File: config.mk
export PLATFORM = sky130hd
export DESIGN_NAME = irq_controller
export DESIGN_NICKNAME = d
export VERILOG_FILES = /design/src/rtl/irq_controller.sv
export SDC_FILE = /design/constraint.sdc
export NUM_CORES = 1
export LEC_CHECK = 0
export CAP_MARGIN = 30
export CORE_UTILIZATION = 40
export CTS_BUF_LIST = sky130_fd_sc_hd__clkbuf_16
export DETAILED_ROUTE_END_ITERATION = 10
export PLACE_DENSITY_LB_ADDON = 0.08
export SYNTH_ARGS = -nofsm -noshare
export SYNTH_HDL_FRONTEND = slang
export SYNTH_SLANG_ARGS = --single-unit
File: constraint.sdc
create_clock -name clk -period 1.6 [get_ports clk]
set_input_delay 0.24 -clock clk [delete_from_list [all_inputs] [get_ports clk]]
set_output_delay 0.24 -clock clk [all_outputs]
set_load 0.005 [all_outputs]
File: src/rtl/irq_controller.sv
// Machine-mode interrupt controller: edge-captures three interrupt sources,
// arbitrates them and sequences trap entry, service watchdog and mret return.
module irq_controller #(
  parameter logic [31:0] VEC_BASE    = 32'h0000_0100,
  parameter int unsigned WDOG_CYCLES = 1024
) (
  input  logic        clk,
  input  logic        rst,
  input  logic [2:0]  irq_src,
  input  logic [3:0]  mie,
  input  logic        pipe_idle,
  input  logic [31:0] pc_in,
  input  logic        mret,
  output logic        take_int,
  output logic [31:0] trap_pc,
  output logic [31:0] vector,
  output logic [1:0]  cause,
  output logic        mie_global_we,
  output logic        mie_global_val,
  output logic [2:0]  mip_pend,
  output logic        busy,
  output logic        overrun,
  output logic [2:0]  o_dbg_state
);

  typedef enum logic [2:0] {
    S_IDLE    = 3'd0,
    S_WAIT    = 3'd1,
    S_TRAP    = 3'd2,
    S_SERVICE = 3'd3,
    S_RETURN  = 3'd4
  } state_t;

  localparam logic [15:0] WD_LAST = 16'(WDOG_CYCLES - 1);

  state_t      r_state;
  state_t      w_state_next;
  logic [2:0]  r_src_q;
  logic [2:0]  r_pend;
  logic [1:0]  r_cause;
  logic [31:0] r_trap_pc;
  logic [15:0] r_wd;
  logic        r_overrun;

  logic [2:0]  w_edge;
  logic [2:0]  w_elig;
  logic [2:0]  w_clr;
  logic [2:0]  w_pend_next;
  logic [1:0]  w_pick;
  logic        w_cause_elig;
  logic [15:0] w_wd_inc;

  assign w_edge       = irq_src & ~r_src_q;
  assign w_elig       = r_pend & mie[2:0] & {3{mie[3]}};
  assign w_cause_elig = |(w_elig & (3'b001 << r_cause));
  // A fresh edge on the source being cleared re-arms it in the same cycle.
  assign w_clr        = (r_state == S_TRAP) ? (3'b001 << r_cause) : 3'b000;
  assign w_pend_next  = (r_pend & ~w_clr) | w_edge;
  assign w_wd_inc     = (r_wd == 16'hFFFF) ? r_wd : r_wd + 16'd1;

  // Priority: external, then software, then timer.
  always_comb begin
    w_pick = 2'd1;
    if (w_elig[2])      w_pick = 2'd2;
    else if (w_elig[0]) w_pick = 2'd0;
  end

  always_comb begin
    w_state_next   = r_state;
    take_int       = 1'b0;
    mie_global_we  = 1'b0;
    mie_global_val = 1'b0;
    busy           = 1'b0;
    case (r_state)
      S_IDLE: begin
        if (|w_elig) w_state_next = S_WAIT;
      end
      S_WAIT: begin
        if (!w_cause_elig) w_state_next = S_IDLE;
        else if (pipe_idle) w_state_next = S_TRAP;
      end
      S_TRAP: begin
        take_int      = 1'b1;
        mie_global_we = 1'b1;
        w_state_next  = S_SERVICE;
      end
      S_SERVICE: begin
        busy = 1'b1;
        if (mret) w_state_next = S_RETURN;
      end
      S_RETURN: begin
        mie_global_we  = 1'b1;
        mie_global_val = 1'b1;
        w_state_next   = S_IDLE;
      end
      default: w_state_next = S_IDLE;
    endcase
  end

  always_ff @(posedge clk) begin
    if (!rst) begin
      r_state   <= S_IDLE;
      r_src_q   <= 3'b000;
      r_pend    <= 3'b000;
      r_cause   <= 2'd0;
      r_trap_pc <= 32'd0;
      r_wd      <= 16'd0;
      r_overrun <= 1'b0;
    end else begin
      r_state <= w_state_next;
      r_src_q <= irq_src;
      r_pend  <= w_pend_next;
      if (r_state == S_IDLE && (|w_elig)) r_cause <= w_pick;
      if (r_state == S_TRAP) begin
        r_trap_pc <= pc_in;
        r_wd      <= 16'd0;
      end else if (r_state == S_SERVICE) begin
        r_wd <= w_wd_inc;
      end
      // Flag becomes visible during SERVICE cycle number WDOG_CYCLES.
      if (r_state == S_SERVICE && w_wd_inc == WD_LAST) r_overrun <= 1'b1;
    end
  end

  assign trap_pc     = r_trap_pc;
  assign vector      = VEC_BASE + {28'd0, r_cause, 2'b00};
  assign cause       = r_cause;
  assign mip_pend    = r_pend;
  assign overrun     = r_overrun;
  assign o_dbg_state = r_state;

endmodule

After elaboration in Yosys (flattened, before gate mapping)
Index checks and enable logic that the tools add are counted.
{"block": "classes", "n_addsub": 2, "n_eq_ne": 9, "shifts": 1, "n_mux": 13, "bitwise_logic": 9, "n_reduce_logical": 8}
{"operator": "$add A16 B1 Y16 const B", "n": 1}
{"operator": "$eq A16 B10 Y1 const B", "n": 1}
{"operator": "$eq A16 B16 Y1 const B", "n": 1}
{"operator": "$mux W16", "n": 1}
{"operator": "$and A3 B3 Y3", "n": 5}
{"operator": "$mux W3", "n": 5}
{"operator": "$pmux W3 S4", "n": 1}
{"operator": "$add A9 B4 Y10 const A", "n": 1}
{"operator": "$eq A3 B2 Y1 const B", "n": 2}
{"operator": "$not A3 Y3", "n": 2}
{"operator": "$reduce_or A3 Y1", "n": 2}
{"operator": "$mux W1", "n": 5}
{"operator": "$ne A2 B2 Y1 const B", "n": 2}
{"operator": "$reduce_or A2 Y1", "n": 2}
{"operator": "$eq A3 B1 Y1 const B", "n": 1}
{"operator": "$eq A3 B3 Y1 const B", "n": 1}
{"operator": "$logic_not A3 Y1", "n": 1}
{"operator": "$ne A3 B3 Y1 const B", "n": 1}
{"operator": "$or A3 B3 Y3", "n": 1}
{"operator": "$reduce_and A3 Y1", "n": 1}
{"operator": "$shl A1 B2 Y3 const A", "n": 1}
{"operator": "$logic_and A1 B1 Y1", "n": 2}
{"operator": "$mux W2", "n": 1}
{"operator": "$not A1 Y1", "n": 1}
{"block": "word_totals", "ff_bits": 60, "input_bits": 43, "out_inout_bits": 77, "wordCells": 49}

Depth between registers and ports, before layout
Gate-level depths: netlist of the first run.
{"block": "logic_depth", "ltp_word": 6, "ltp_mapped": 7, "ltp_nobuf": 6}

Least setup slack after synthesis of the first run
Ideal clock, no wire load.
{"block": "synth_timing", "path_kind": "register to register", "from": "register r_wd[0]", "to": "register r_overrun, in the netlist overrun", "setup_time_ns": 0.084, "t_arrival_ns": 1.670, "t_required_ns": 1.516, "path_slack_ns": -0.155, "path_stages_with_launch": 8, "path_buffers": 1, "synth_period_minus_slack_ns": 1.755, "cell_sequence": "dfxtp_1 -> ha_1 -> and4_1 -> buf_4 -> nand2_4 -> o41ai_2 -> o211ai_1 -> o31ai_2"}
{"block": "synth_via", "elab_chain_cells": 4, "word_cells_on_any_way": 5, "classes_between": "1 x add/sub; 2 x eq/ne; 1 x mux; 1 x reduce/logical"}
{"element": "start: declaration", "line": "42", "text": "logic [15:0] r_wd;"}
{"element": "start signal: assignment", "line": "118", "text": "r_wd <= w_wd_inc;"}
{"element": "$add A16 B1 Y16 / $eq A16 B16 Y1 (equally long branches)", "line": "59", "text": "assign w_wd_inc = (r_wd == 16'hFFFF) ? r_wd : r_wd + 16'd1;"}
{"element": "$mux W16 (*)", "line": "59"}
{"element": "$eq A16 B10 Y1 (*)", "line": "121", "text": "if (r_state == S_SERVICE && w_wd_inc == WD_LAST) r_overrun <= 1'b1;"}
{"element": "$logic_and A1 B1 Y1 (*)", "line": "121"}
{"element": "end signal: assignment", "line": "108", "text": "r_overrun <= 1'b0;"}
{"element": "end signal: assignment", "line": "121"}
{"element": "end: declaration", "line": "43", "text": "logic r_overrun;"}
Mark *: on every way between the ends. The rest lies on a longest branch, timed or not.
A chain may end at the register's enable or synchronous reset.

Final worst setup path of the first run
{"block": "layout_timing", "from": "register r_wd[0]", "to": "register r_wd[13]"}
{"block": "layout_via", "elab_chain_cells": 2, "word_cells_on_any_way": 3, "classes_between": "1 x add/sub; 1 x eq/ne; 1 x mux"}
{"element": "$add A16 B1 Y16 / $eq A16 B16 Y1 (equally long branches)", "line": "59"}
{"element": "$mux W16 (*)", "line": "59"}
Marks and branches as above.

==> flow_summary.ini, run 1 <==
[routing]
dr_total_vias = 2918
drtIter0Drc = 86
via_per_inst = 4.84
drc = 0
dr.pass1.iters = 4
wire_per_inst_um = 13.7
routed_wl_um = 8260
ant_nets = 0

[floorplan]
placementRows = 31
design.core.area_um2 = 7330
die-area_um2 = 8020
initial_utilization = 0.419
fp.dieW_um = 89.6
dieHeight_um = 89.6
num_io_pins = 120

[sta]
rsz0062_at_grt = true
hold_violations = 0
timing.final.crit_share = 1.03
final.min_clock_period_ns = 1.65
setup_slack_ns = -0.0521
slew_violations = 0
setup_viol = 5
fmax_ghz = 0.605
clock_skew_ns = 0.00531

[worst_setup_path]
criticalPathCategory = reg2reg
path_cells = ha_4 -> nand4_1 -> nor4_4 -> buf_4 -> o21ai_2 -> a21oi_1 -> o31a_1
crit_path_top_delay_cell = dfxtp_4
r2r_setup_slack_ns = -0.05
critPathBufInv = 1
crit_fanout = 5
required_ns = 1.87
worstPathArrival_ns = 1.92
cpPeakStageDelay_ns = 0.36
cp-start-kind = register
cp_top_family = simple AND/OR/NAND/NOR gates
crit_path_end_kind = register

[synthesis]
ys_dominant_reg_cell = dfxtp_1
synth_edf_count = 0
syn_avg_cell_area_um2 = 8.31
seq_area_frac_synth = 0.392
ys_ff_latch = 60
synth_area_um2 = 3070
async_flop_share = 0
ys_types = 57
syn_inst = 369
yosysWarnings = 0

[global_routing]
grt_max_degree = 37
grt_overflow = 0
grt_pass1_wl_um = 12300
grt_pass1_vias = 2517
grt_antenna_before_repair = 0
grtUsageTotal = 0.202

[finish]
final_layout_size_suffix_gt1_frac = 0.240
syn_to_final_growth_pct = 55.6
fill_cells = 613
finalNetCount = 543
postLayoutCoreUtil = 0.651
fin_cells = 603
n_antenna_cell = 0

[cts]
cts.reportedPaths.clkPinSlew_ns = 0.06
clockBufferDepth = 2
cts_tree = built
clkSinkCount = 60
clock_latency_ns = 0.33
root_buffer = clkbuf_16
cts_max_level = 3
cts_made_buffers = 9

[power_and_ir_drop]
seq_power_share = 0.377
p_clk_frac = 0.562
p_sw_frac = 0.207
power.leakage_uw = 0.00181
irDropWorstVdd_v = 0.000599
p_int_uw = 3190
power_frac_comb = 0.061
powerDensity_nw_per_um2 = 842
p_switching_uw = 830

[outcome]
violations = negative setup slack
outcome = finished, violations left

[placed_design]
dp_hpwl_um = 5730
io_buffers = 89
gp_congestion = 0.910
dp_cells = 577

[job]
max_cap_violations = 0

[worst_hold_path]
hold_path.class = in2reg
## registers in the layout, indices dropped and copies added, names as in the netlist
signal and count:
r_wd 16, o_dbg_state 3, mip_pend 3, r_src_q 3
cause 2, overrun 1, trap_pc 32
## kinds of logic after synthesis
family / synth area share
simple gates: 0.268
buf+inv: 0.122
fa+ha+maj: 0.00408
flops: 0.392
compound gates: 0.175
xor+xnor: 0.0314
other cells: 0.00245
mux: 0.00653
## per-layer routing
layer	global-route usage	up-vias	wire (um)
li1	-	1465	-
met1	0.265	1359	3790
met2	0.320	82	3960
met3	0.0512	12	404
met4	0.0779	0	110
met5	0	-	0
## what timing repair did
| action | 4_1_cts | 5_1_grt |
|---|---|---|
| setup endpoints to repair | 11 | 18 |
| resized for setup | 35 | 18 |
| hold buffers | 0 | 0 |
| pin swaps | 9 | 8 |
| buffers inserted | 7 | 5 |
## through the flow
step / hold slack, ns / instance area [um2] / total power (uW) / setup WS, ns / setup TNS (ns)
6_report: 0.460 / 4770 / 4020 / -0.0521 / -0.144
5_1_grt: 0.468 / 4770 / 4140 / -0.147 / -0.849
4_1_cts: 0.458 / 4680 / 4050 / -0.0427 / -0.0520
3_5_place_dp: 0.456 / 4190 / 1790 / -0.132 / -0.381
3_3_place_gp: 0.449 / 4190 / 1790 / -0.0485 / -0.174
2_1_floorplan: 0.362 / 3200 / 1680 / 0.000695 / 0
## tightest hold or removal path, cell delays in order
cell and delay [ns]:
clkdlybuf4s50_1 0.40, nand2_1 0.05, a21boi_0 0.06
## layout by cell type, fill, tap and decap left out, types with 3 or more instances in the layout
| cell type | Yosys | layout |
|---|---|---|
| conb_1 | 2 | 30 |
| o31ai_1 | 3 | 3 |
| inv_1 | 7 | 7 |
| dlygate4sd2_1 | 0 | 3 |
| nand4_1 | 3 | 3 |
| o2111ai_1 | 4 | 4 |
| dfxtp_4 | 0 | 5 |
| nor3_2 | 1 | 3 |
| a21oi_1 | 6 | 5 |
| nand2_1 | 81 | 81 |
| nand3_1 | 9 | 9 |
| nor3_1 | 9 | 7 |
| buf_4 | 39 | 47 |
| a21boi_0 | 35 | 35 |
| nand2b_1 | 4 | 3 |
| clkdlybuf4s50_1 | 0 | 85 |
| dfxtp_2 | 0 | 12 |
| xnor2_1 | 11 | 11 |
| nor4_4 | 0 | 3 |
| bufinv_16 | 0 | 3 |
| a31oi_1 | 3 | 3 |
| nor2_1 | 17 | 16 |
| buf_6 | 0 | 6 |
| dfxtp_1 | 60 | 43 |
| clkbuf_16 | 0 | 9 |
| o21ai_0 | 6 | 5 |
| nand4_4 | 2 | 3 |
| and2_1 | 5 | 5 |
## final timing paths
| check | from | to | cells after the start |
|---|---|---|---|
| worst max register to register | r_wd[0] | r_wd[13] | 7 |
| worst max-delay path | r_wd[0] | r_wd[13] | 7 |
| worst min register to register | trap_pc[23] | trap_pc[23] | 2 |
| worst min-delay path | pc_in[7] | trap_pc[7] | 3 |
## synth_stat cells (all sizes together), types with 4 or more instances
master   count  area share
nand3        9       0.015
nor2        17       0.021
o21ai        7       0.011
o2111ai      4       0.011
and2         5       0.010
nand4        6       0.024
nor3        10       0.018
dfxtp       60        0.39
a21boi      35       0.086
o31ai        4       0.011
a21oi        6      0.0098
buf         41       0.098
nor4         6       0.014
xnor2       11       0.031
inv          8      0.0098
nand2b       4      0.0082
clkbuf      10       0.012
nand2       82        0.10
## final cells by class
type / instances / area (um2) / area share
inverters: 9 / 35.0 / 0.00734
well taps: 99 / 124 / 0.0259
flip-flops and latches: 60 / 1230 / 0.259
clock buffers: 9 / 225 / 0.0472
repair buffers: 142 / 1300 / 0.273
multi-input cells: 277 / 1730 / 0.363
clock inverters: 7 / 121 / 0.0254
## power groups by stage
stage | Clock, uW | Combinational, uW | Sequential, uW
final | 2260 | 245 | 1520
after floorplan | 0 | 133 | 1550
after detailed placement | 0 | 239 | 1550
after global placement | 0 | 240 | 1550
after global routing | 2350 | 273 | 1520
after CTS | 2290 | 242 | 1520
Note: power is estimated with default switching activity, not from simulation.
==> inputs of run 2 (changes only) <==
--- a/config.mk
+++ b/config.mk
@@ -6,7 +6,9 @@
 export NUM_CORES = 1
 export LEC_CHECK = 0
 export CAP_MARGIN = 30
-export CORE_UTILIZATION = 40
+export CELL_PAD_IN_SITES_DETAIL_PLACEMENT = 1
+export CELL_PAD_IN_SITES_GLOBAL_PLACEMENT = 2
+export CORE_UTILIZATION = 22
 export CTS_BUF_LIST = sky130_fd_sc_hd__clkbuf_16
 export DETAILED_ROUTE_END_ITERATION = 10
 export PLACE_DENSITY_LB_ADDON = 0.08
==> flow_summary.ini, run 2 (synthesized netlist as in run 1, its figures left out) <==
[cts]
cts.reportedPaths.clkPinSlew_ns = 0.06
cts_max_level = 3
cts_made_buffers = 9
clock_latency_ns = 0.34
clkSinkCount = 60
root_buffer = clkbuf_16
clockBufferDepth = 2
cts_tree = built

[sta]
finalSetupTns_ns = -0.0755
final.min_clock_period_ns = 1.67
timing.final.crit_share = 1.05
fmax_ghz = 0.597
slew_violations = 0
rsz0062_at_grt = true
setup_slack_ns = -0.0747
clock_skew_ns = 0.00820
hold_violations = 0
setup_viol = 2

[finish]
regArea_um2 = 1240
multiInputGateArea_um2 = 1760
final_layout_size_suffix_gt1_frac = 0.251
fill_cells = 1570
syn_to_final_growth_pct = 59.6
largest_register_ffs = 32
n_antenna_cell = 0
finalNetCount = 548
final_cell_mix = clkdlybuf4s50_1, nand2_1, buf_4
final_common_cell = clkdlybuf4s50_1
final_area_um2 = 4900

[worst_setup_path]
criticalPathCategory = reg2reg
required_ns = 1.87
crit_fanout = 3
r2r_setup_slack_ns = -0.07
cp-start-kind = register
worstPathArrival_ns = 1.95
crit_path_end_kind = register

[global_routing]
grt_util_met2 = 0.239
grt_antenna_before_repair = 0
grt_max_degree = 35
grt_overflow = 0
grt_pass1_wl_um = 15900
use_met3 = 0.0423
grtUsageTotal = 0.146
grt_pass1_vias = 2939
grt-busiest-layer = met2
met1_usage = 0.179

[placed_design]
io_buffers = 89
pre_cts_ws_ns = -0.132
dp_hpwl_um = 7270
gp_congestion = 0.837
dpl_cell_area_um2 = 4350

[routing]
wire_per_inst_um = 14.8
routed_wl_um = 10100
dr_total_vias = 2976
drtIter0Drc = 72
ant_nets = 0
drc = 0
via_per_inst = 4.34
dr.pass1.iters = 4

[power_and_ir_drop]
power.leakage_uw = 0.00183
irDropWorstVdd_v = 0.000425
powerDensity_nw_per_um2 = 748

[floorplan]
placementRows = 42
die-area_um2 = 14400
fp.dieW_um = 120
num_io_pins = 120
design.core.area_um2 = 13400
dieHeight_um = 120
initial_utilization = 0.229

[outcome]
outcome = finished, violations left
violations = negative setup slack

[worst_hold_path]
hold_path.class = in2reg

[job]
max_cap_violations = 0
-- run 2: changes by cell type in the layout (fill, tap and decap cells not counted), sizes merged --
| cell | before | now |
|---|---|---|
| buf | 53 | 58 |
| bufinv | 3 | 1 |
| clkinv | 2 | 4 |
| clkinvlp | 1 | 0 |
| dlygate4sd2 | 3 | 2 |
| dlymetal6s2s | 0 | 1 |
| inv | 10 | 11 |
-- run 2: critical path: stages, from the launching register on --
cell and delay [ns]:
dfxtp_4 0.35, ha_4 0.16, nand4_1 0.16, nor4_4 0.07, buf_4 0.14, nand2b_4 0.14, or4_4 0.48, a21oi_2 0.13
-- run 2: what timing repair did --
item,in CTS,in global routing
buffers inserted,7,2
endpoints found under the setup margin,12,20
endpoints found under the hold margin,0,0
hold buffers,0,0
pin swaps,11,8
resized for setup,44,14
-- run 2: worst paths after layout --
path,from,end,depth (start not counted)
hold / removal,pc_in[7],trap_pc[7],3
setup / recovery,r_wd[0],r_wd[11],7
hold reg to reg,trap_pc[10],trap_pc[10],2
setup reg to reg,r_wd[0],r_wd[11],7
-- run 2: per-stage QoR --
stage | instances | total power [uW] | util | hold WS [ns]
2_1_floorplan | 397 | 1680 | - | 0.362
3_3_place_gp | 660 | 1800 | 0.324 | 0.450
5_1_grt | 685 | 3840 | 0.365 | 0.467
6_report | 685 | 3660 | 0.365 | 0.459
4_1_cts | 683 | 3740 | 0.361 | 0.450
3_5_place_dp | 660 | 1800 | 0.324 | 0.460
-- run 2: where the power goes --
part	switching, uW	total, uW	leakage (uW)	internal, uW
combinational	92.0	249	0.00119	157
sequential	16.0	1520	0.000494	1500
clock	715	1900	0.000149	1180
total	823	3660	0.00183	2840
-- run 2: routing by layer --
layer	vias up	routed length, um
met1	1408	4560
met2	82	4850
li1	1475	-
met5	-	0
met3	11	578
met4	0	123
-- run 2: final cells by class --
| cell class | instances | area share |
|---|---|---|
| clock inverters | 7 | 0.0123 |
| inverters | 9 | 0.00741 |
| flip-flops and latches | 60 | 0.253 |
| multi-input cells | 277 | 0.360 |
| clock buffers | 9 | 0.0460 |
| repair buffers | 147 | 0.277 |
| well taps | 176 | 0.0450 |
==> inputs of run 3 (changes only) <==
--- a/config.mk
+++ b/config.mk
@@ -11,7 +11,7 @@
 export CORE_UTILIZATION = 22
 export CTS_BUF_LIST = sky130_fd_sc_hd__clkbuf_16
 export DETAILED_ROUTE_END_ITERATION = 10
-export PLACE_DENSITY_LB_ADDON = 0.08
+export PLACE_DENSITY = 0.86
 export SYNTH_ARGS = -nofsm -noshare
 export SYNTH_HDL_FRONTEND = slang
 export SYNTH_SLANG_ARGS = --single-unit
==> flow_summary.ini, run 3 (synthesized netlist as in run 1, its figures left out) <==
[outcome]
outcome = finished, violations left
violations = negative setup slack

[power_and_ir_drop]
p_clk_frac = 0.527
powerDensity_nw_per_um2 = 743
power_frac_comb = 0.068
p_switching_uw = 868
p_int_uw = 2870
power.leakage_uw = 0.00189
p_sw_frac = 0.232
seq_power_share = 0.405
irDropWorstVdd_v = 0.000503

[worst_setup_path]
cp-start-kind = register
crit_fanout = 5
cpPeakStageDelay_ns = 0.36
cp_top_family = compound AO/OA/AOI/OAI gates
r2r_setup_slack_ns = -0.11
r2r_cells = 7
worstPathArrival_ns = 1.95
r2r-end = overrun
crit_path_top_delay_cell = dfxtp_4
crit_path_end_kind = register
criticalPathCategory = reg2reg
critPathBufInv = 1
worstReg2RegStart = r_wd[1]
required_ns = 1.84
path_cells = ha_4 -> and4_4 -> buf_4 -> xnor2_1 -> o22ai_1 -> o2111ai_1 -> o31ai_2

[finish]
syn_to_final_growth_pct = 63.9
fin_cells = 689
finalNetCount = 552
largest_register_ffs = 32
postLayoutCoreUtil = 0.375
final_layout_size_suffix_gt1_frac = 0.277
final_cell_mix = clkdlybuf4s50_1, nand2_1, buf_4
final_common_cell = clkdlybuf4s50_1
n_antenna_cell = 0

[global_routing]
grt_antenna_before_repair = 0
grt_max_degree = 41
grt_pass1_wl_um = 16500
grt_pass1_vias = 3175
grt_overflow = 0
grtUsageTotal = 0.146

[floorplan]
fp.dieW_um = 120
placementRows = 42
num_io_pins = 120
dieHeight_um = 120
initial_utilization = 0.229
die-area_um2 = 14400
design.core.area_um2 = 13400

[cts]
root_buffer = clkbuf_16
postCtsHoldBufs = 0
cts_max_level = 3
cts_made_buffers = 9
clkSinkCount = 60
clockBufferDepth = 2
cts.reportedPaths.clkPinSlew_ns = 0.06
cts_tree = built
clock_latency_ns = 0.33

[sta]
setup_slack_ns = -0.105
rsz0062_at_grt = true
slew_violations = 0
setup_viol = 9
finalSetupTns_ns = -0.303
hold_violations = 0
timing.final.crit_share = 1.07
fmax_ghz = 0.586
clock_skew_ns = 0.00666
final.min_clock_period_ns = 1.71

[worst_hold_path]
hold_path_depth = 2
hold_end = trap_pc[28]
hp-start = trap_pc[28]
hold_path.class = reg2reg

[placed_design]
gp_congestion = 0.885
io_buffers = 89
pre_cts_ws_ns = -0.0918
dp_hpwl_um = 7120
dp_cells = 661

[routing]
wire_per_inst_um = 15.6
dr.pass1.iters = 4
via_per_inst = 4.40
drtIter0Drc = 113
ant_nets = 0
routed_wl_um = 10700
dr_total_vias = 3030
drc = 0

[job]
max_cap_violations = 0
run 3: final cells by class:
| type | count | area, um2 |
|---|---|---|
| inverter | 9 | 33.8 |
| tap | 176 | 220 |
| clock inverter | 7 | 75.1 |
| fill | 1563 | 8370 |
| clock buffer | 9 | 225 |
| sequential | 60 | 1240 |
| timing repair buffer | 151 | 1420 |
| multi-input combinational | 277 | 1810 |
run 3: metal layers:
layer	track usage	part of all wire
met2	0.261	0.53
met1	0.166	0.41
met5	0	0
met4	0.0477	0.014
met3	0.0413	0.048
run 3: per-stage QoR:
step | instance area [um2] | hold WS (ns) | power, uW
2_1_floorplan | 3200 | 0.362 | 1680
3_3_place_gp | 4370 | 0.449 | 1800
3_5_place_dp | 4370 | 0.458 | 1800
4_1_cts | 4890 | 0.463 | 3790
5_1_grt | 5030 | 0.476 | 3890
6_report | 5030 | 0.463 | 3740
run 3: tightest hold or removal path, stage by stage (launching register included):
cell      delay, ns
dfxtp_1        0.31
nand2_1        0.05
a21boi_0       0.06
run 3: power by group through the flow:
stage	clock [uW]	sequential (uW)	combinational (uW)
2_1_floorplan	0	1550	133
3_3_place_gp	0	1550	248
3_5_place_dp	0	1550	248
4_1_cts	2010	1520	253
5_1_grt	2100	1520	276
6_report	1970	1520	252
run 3: worst max-delay path by stage:
| stage | cells past startpoint | from | end |
|---|---|---|---|
| 2_1_floorplan | 7 | r_wd[0] | overrun |
| 3_3_place_gp | 5 | mie[3] | o_dbg_state[2] |
| 3_5_place_dp | 7 | r_wd[3] | r_wd[13] |
| 4_1_cts | 5 | r_wd[10] | overrun |
| 5_1_grt | 5 | r_wd[9] | overrun |
| 6_report | 7 | r_wd[1] | overrun |
run 3: what timing repair did:
item	in CTS	in global routing
pin swaps	15	12
endpoints found under the setup margin	21	19
resized for setup	47	29
endpoints found under the hold margin	0	0
setup buffers	9	3
